File: config.mk
export PLATFORM = sky130hd
export DESIGN_NAME = mem_port_arbiter
export DESIGN_NICKNAME = d
export VERILOG_FILES = /design/src/rtl/mem_port_arbiter.sv
export SDC_FILE = /design/constraint.sdc
export NUM_CORES = 1
export LEC_CHECK = 0
export CORE_ASPECT_RATIO = 0.6
export CORE_MARGIN = 2
export CORE_UTILIZATION = 45
export DETAILED_ROUTE_END_ITERATION = 6
export PLACE_DENSITY = 0.81
export SKIP_LAST_GASP = 1
export SLEW_MARGIN = 20
export SYNTH_ARGS = -nofsm -noshare
export SYNTH_HDL_FRONTEND = slang
export SYNTH_SLANG_ARGS = --single-unit
File: constraint.sdc
create_clock -name CLK -period 2.4 [get_ports CLK]
set_clock_uncertainty 0.2 [all_clocks]
set_input_delay 0.24 -clock CLK [delete_from_list [all_inputs] [get_ports CLK]]
set_output_delay 0.24 -clock CLK [all_outputs]
set_load 0.01 [all_outputs]
File: src/rtl/mem_port_arbiter.sv
// Arbitrates one single-port synchronous memory between the fetch (I) and data (D) ports.
// D has priority; a starvation counter guarantees that a waiting fetch eventually wins.
module mem_port_arbiter #(
  parameter int AW         = 12,
  parameter int DW         = 32,
  parameter int LAT        = 1,
  parameter int MAX_STARVE = 4
) (
  input  logic              CLK,
  input  logic              RSTn,
  input  logic              I_REQ,
  input  logic [AW-1:0]     I_ADDR,
  output logic              I_GNT,
  output logic              I_RVALID,
  output logic [DW-1:0]     I_RDATA,
  input  logic              D_REQ,
  input  logic              D_WE,
  input  logic [AW-1:0]     D_ADDR,
  input  logic [DW/8-1:0]   D_BE,
  input  logic [DW-1:0]     D_WDATA,
  output logic              D_GNT,
  output logic              D_RVALID,
  output logic [DW-1:0]     D_RDATA,
  output logic              MEM_CSN,
  output logic              MEM_WEN,
  output logic [AW-1:0]     MEM_ADDR,
  output logic [DW/8-1:0]   MEM_BE,
  output logic [DW-1:0]     MEM_WDATA,
  input  logic [DW-1:0]     MEM_RDATA,
  output logic [31:0]       NUM_I_GNT,
  output logic [31:0]       NUM_D_GNT
);

  localparam int SW = $clog2(MAX_STARVE + 1);

  typedef enum logic [1:0] {IDLE, ACCESS, WAIT, RESP} state_t;

  state_t        state;
  state_t        state_nxt;
  logic          owner_d;
  logic          we_q;
  logic [2:0]    lat_cnt;
  logic [SW-1:0] starve;
  logic          window;
  logic          d_win;
  logic          i_win;
  logic          last_wait;

  always_comb begin
    window    = RSTn && ((state == IDLE) || (state == RESP));
    d_win     = window && D_REQ && !(I_REQ && (starve == SW'(MAX_STARVE)));
    i_win     = window && I_REQ && !d_win;
    last_wait = (state == WAIT) && (lat_cnt == 3'(LAT));
    state_nxt = state;
    case (state)
      IDLE, RESP: state_nxt = (d_win || i_win) ? ACCESS : IDLE;
      ACCESS:     state_nxt = (owner_d && we_q) ? RESP : WAIT;
      WAIT:       state_nxt = last_wait ? RESP : WAIT;
      default:    state_nxt = IDLE;
    endcase
  end

  // Strobes are gated by RSTn so a reset cuts an in-flight access in the same cycle.
  assign I_GNT    = i_win;
  assign D_GNT    = d_win;
  assign MEM_CSN  = !(RSTn && (state == ACCESS));
  assign MEM_WEN  = !(RSTn && (state == ACCESS) && owner_d && we_q);
  assign I_RVALID = RSTn && (state == RESP) && !owner_d;
  assign D_RVALID = RSTn && (state == RESP) && owner_d;

  always_ff @(posedge CLK) begin
    if (!RSTn) state <= IDLE;
    else       state <= state_nxt;
  end

  always_ff @(posedge CLK) begin
    if (!RSTn) begin
      owner_d   <= 1'b0;
      we_q      <= 1'b0;
      lat_cnt   <= '0;
      starve    <= '0;
      MEM_ADDR  <= '0;
      MEM_BE    <= '0;
      MEM_WDATA <= '0;
      I_RDATA   <= '0;
      D_RDATA   <= '0;
      NUM_I_GNT <= '0;
      NUM_D_GNT <= '0;
    end else begin
      if (d_win) begin
        owner_d   <= 1'b1;
        we_q      <= D_WE;
        MEM_ADDR  <= D_ADDR;
        MEM_BE    <= D_BE;
        MEM_WDATA <= D_WDATA;
        NUM_D_GNT <= NUM_D_GNT + 32'd1;
        if (I_REQ && (starve != SW'(MAX_STARVE))) starve <= starve + SW'(1);
      end else if (i_win) begin
        owner_d   <= 1'b0;
        we_q      <= 1'b0;
        MEM_ADDR  <= I_ADDR;
        MEM_BE    <= '1;
        NUM_I_GNT <= NUM_I_GNT + 32'd1;
        starve    <= '0;
      end
      if (state == ACCESS)    lat_cnt <= 3'd1;
      else if (state == WAIT) lat_cnt <= lat_cnt + 3'd1;
      // Read data is sampled at the end of the last latency cycle into the owner's register.
      if (last_wait) begin
        if (owner_d) D_RDATA <= MEM_RDATA;
        else         I_RDATA <= MEM_RDATA;
      end
    end
  end

endmodule

==> impl_metrics.csv <==
group,metric,value,unit
worst_setup_path,cp.arrival,1.90,ns
layout,final_util,69.5,%
yosys,yosysTopAreaCell,"dfxtp_1",
global_routing,grt_pass1_wl,38100,um
clock_network,clock_path_buffers,2,
clock_network,root_buffer,"clkbuf_16",
layout,final_cell_mix,"clkdlybuf4s50_1, nand2_1, dfxtp_1",
route,wl_met2,10900,um
global_routing,antenna_found_initial,0,
clock_network,htree_levels,4,
route,ant_nets,0,
yosys,yosys_warnings,0,
yosys,synth-seq-area-share,48.7,%
placed_design,io_buffers,278,
clock_network,clock-sinks,186,
yosys,ys_ff_latch,186,
layout,final_common_cell,"clkdlybuf4s50_1",
route,dr.max_layer_used,"met4",
die,rows,36,
route,drt_iter0_drc,628,
clock_network,tritoncts,"yes",
global_routing,grt_max_degree,48,
route,wl_met3,2140,um
route,vias,7988,
power,finalPower,0.00828,W
yosys,synth.distinct_cells,39,
route,routedWlPerCell,16.5,um
placed_design,place.gp.congestion,0.849,
worst_setup_path,crit_type,"primary input to primary output",
clock_network,clkTransAtPathRegs,0.08,ns
yosys,syn_area_per_cell,8.02,um^2
route,post_drt_via_cell_ratio,5.47,
yosys,netlist_area,7640,um^2
placed_design,placedCellCount,1429,
die,io_pins,279,
run,cap_viol_max_count,0,
yosys,ys.flop_type,"dfxtp_1",
worst_setup_path,path_buf_inv,3,
sta,tightestPinTransition,0.553,ns
sta,rsz0062_at_grt,"false",
sta,period_minus_slack,2.34,ns
yosys,synth_nets,1058,
worst_setup_path,setup.worst_path.end_class,"primary output",
worst_setup_path,crit_top_cell,"clkdlybuf4s50_1",
global_routing,grt_pass1_vias,7246,
layout,final_net_count,1326,
sta,fmax,0.427,GHz
yosys,synth_edf_count,0,
worst_setup_path,cpPeakStageDelay,0.55,ns
clock_network,hold_buffers,0,
layout,drive_above_1_share,6.50,%
route,m1WireLength,10700,um
worst_setup_path,critPathSlowestCell,"clkdlybuf4s50_1",
run_status,status,"complete, no violations",
clock_network,post_cts_buffers,0,
worst_setup_path,crit_required,1.96,ns
layout,areaGrowthSynthToFinish,49.6,%
power,total_leakage_power,3.84,nW
sta,tns,0,ns
route,wirelength,24100,um
sta,hold_viol,0,
clock_network,cts_buffers,17,
power,ir_drop,0.000578,V
power,pwr_density_cell,725,nW/um^2
sta,relSlewSlack,63.0,%
worst_setup_path,path_cells,"clkdlybuf4s50_1 -> buf_4 -> and3_1 -> clkdlybuf4s50_1",
die,core,16400,um^2
sta,setup_viol,0,
die,die_h,105,um
route,drc,0,
worst_setup_path,crit_fanout,25,
yosys,synth_area_leaders,"dfxtp_1, nand2_1, a21oi_1",
die,fp.dieArea,18100,um^2
global_routing,grt_overflow,0,
sta,timing.final.crit_share,97.5,%
layout,antenna_cells,0,
placed_design,dpl.hpwl,17200,um
sta,final_max_slew_viol_count,0,
yosys,async_reset_ff_share,0,%
worst_setup_path,cp-start-kind,"primary input",
die,start_util,46.5,%
route,first_pass_iters,5,
yosys,netlist_instances,952,
die,chipWidth,172,um
yosys,synth.top_cell.area_share,48.7,%
layout,stdcell_count,1459,
min_path,hold_path_class,"primary input to flip-flop",
clock_network,clk_latency,0.42,ns
worst_setup_path,cp_top_family,"buffers and inverters",
global_routing,grt.total_usage,26.4,%
where the power goes:
part           switching [W]  internal (W)
Combinational       0.000863      0.000859
Clock                0.00124       0.00181
Sequential          0.000164       0.00335
routing by layer:
layer	vias up	global-route usage (%)
met4	0	6.60
met1	3760	36.4
met2	330	40.5
met5	-	0
li1	3871	-
met3	27	7.73
cell usage after synthesis, types with 8 or more instances:
| cell | instances |
|---|---|
| nor3_1 | 12 |
| clkbuf_1 | 58 |
| inv_1 | 11 |
| ha_1 | 9 |
| nor4_1 | 8 |
| nand4_1 | 21 |
| a311oi_1 | 12 |
| o31ai_1 | 30 |
| and3_1 | 13 |
| xnor2_1 | 10 |
| or4_1 | 30 |
| dfxtp_1 | 186 |
| nand2_1 | 260 |
| and4_1 | 11 |
| or3_1 | 12 |
| o21ai_0 | 13 |
| a21oi_1 | 145 |
| nand3_1 | 26 |
| nor2_1 | 32 |
| nand2b_1 | 10 |
registers in the layout, indices dropped and copies added (netlist names):
name and flops:
D_RDATA 32, owner_d 1, MEM_BE 4, NUM_D_GNT 32, MEM_ADDR 12, I_RDATA 32
NUM_I_GNT 32, starve 3, state 2, MEM_WDATA 32, we_q 1, lat_cnt 3
tightest hold or removal path, stage by stage:
cell	delay, ns
clkdlybuf4s50_1	0.40
nand2_1	0.05
a21oi_1	0.05
final cells by class:
type                            instances  area (um^2)
Clock buffer                           19          453
Clock inverter                         11          183
Fill cell                            1304         5010
Inverter                               14         58.8
Multi-Input combinational cell        686         3630
Sequential cell                       186         3720
Tap cell                              228          285
Timing Repair Buffer                  315         3090
worst paths after layout:
| path | from | to | slack, ns | cells past startpoint |
|---|---|---|---|---|
| hold / removal | D_WDATA[11] | MEM_WDATA[11] | 0.16 | 3 |
| setup / recovery | RSTn | D_RVALID | 0.06 | 4 |
| setup reg to reg | state[0] | NUM_D_GNT[19] | 0.15 | 7 |
| hold reg to reg | MEM_WDATA[30] | MEM_WDATA[30] | 0.25 | 2 |
repair_timing:
item                       4_1_cts  5_1_grt
cloned                           0        0
setup endpoints to repair        4        6
gates resized for setup          5        5
stage by stage:
| step | worst slack, ns | hold slack, ns | instance area [um^2] |
|---|---|---|---|
| 2_1_floorplan | 0.169 | 0.176 | 7640 |
| 3_3_place_gp | 0.0555 | 0.241 | 10800 |
| 3_5_place_dp | -0.0125 | 0.246 | 10800 |
| 4_1_cts | -0.0317 | 0.150 | 11400 |
| 5_1_grt | 0.0156 | 0.158 | 11400 |
| 6_report | 0.0602 | 0.164 | 11400 |
logic make-up after synthesis:
kind of cell               synth area share, %
buffers and inverters                     4.10
muxes                                    0.786
xor gates and xnor gates                  1.38
adders and majority gates                 1.47
and+or+nand+nor                           27.4
AOI/OAI and AO/OA                         16.1
DFF                                       48.7
Note: power is estimated with default switching activity, not from simulation.
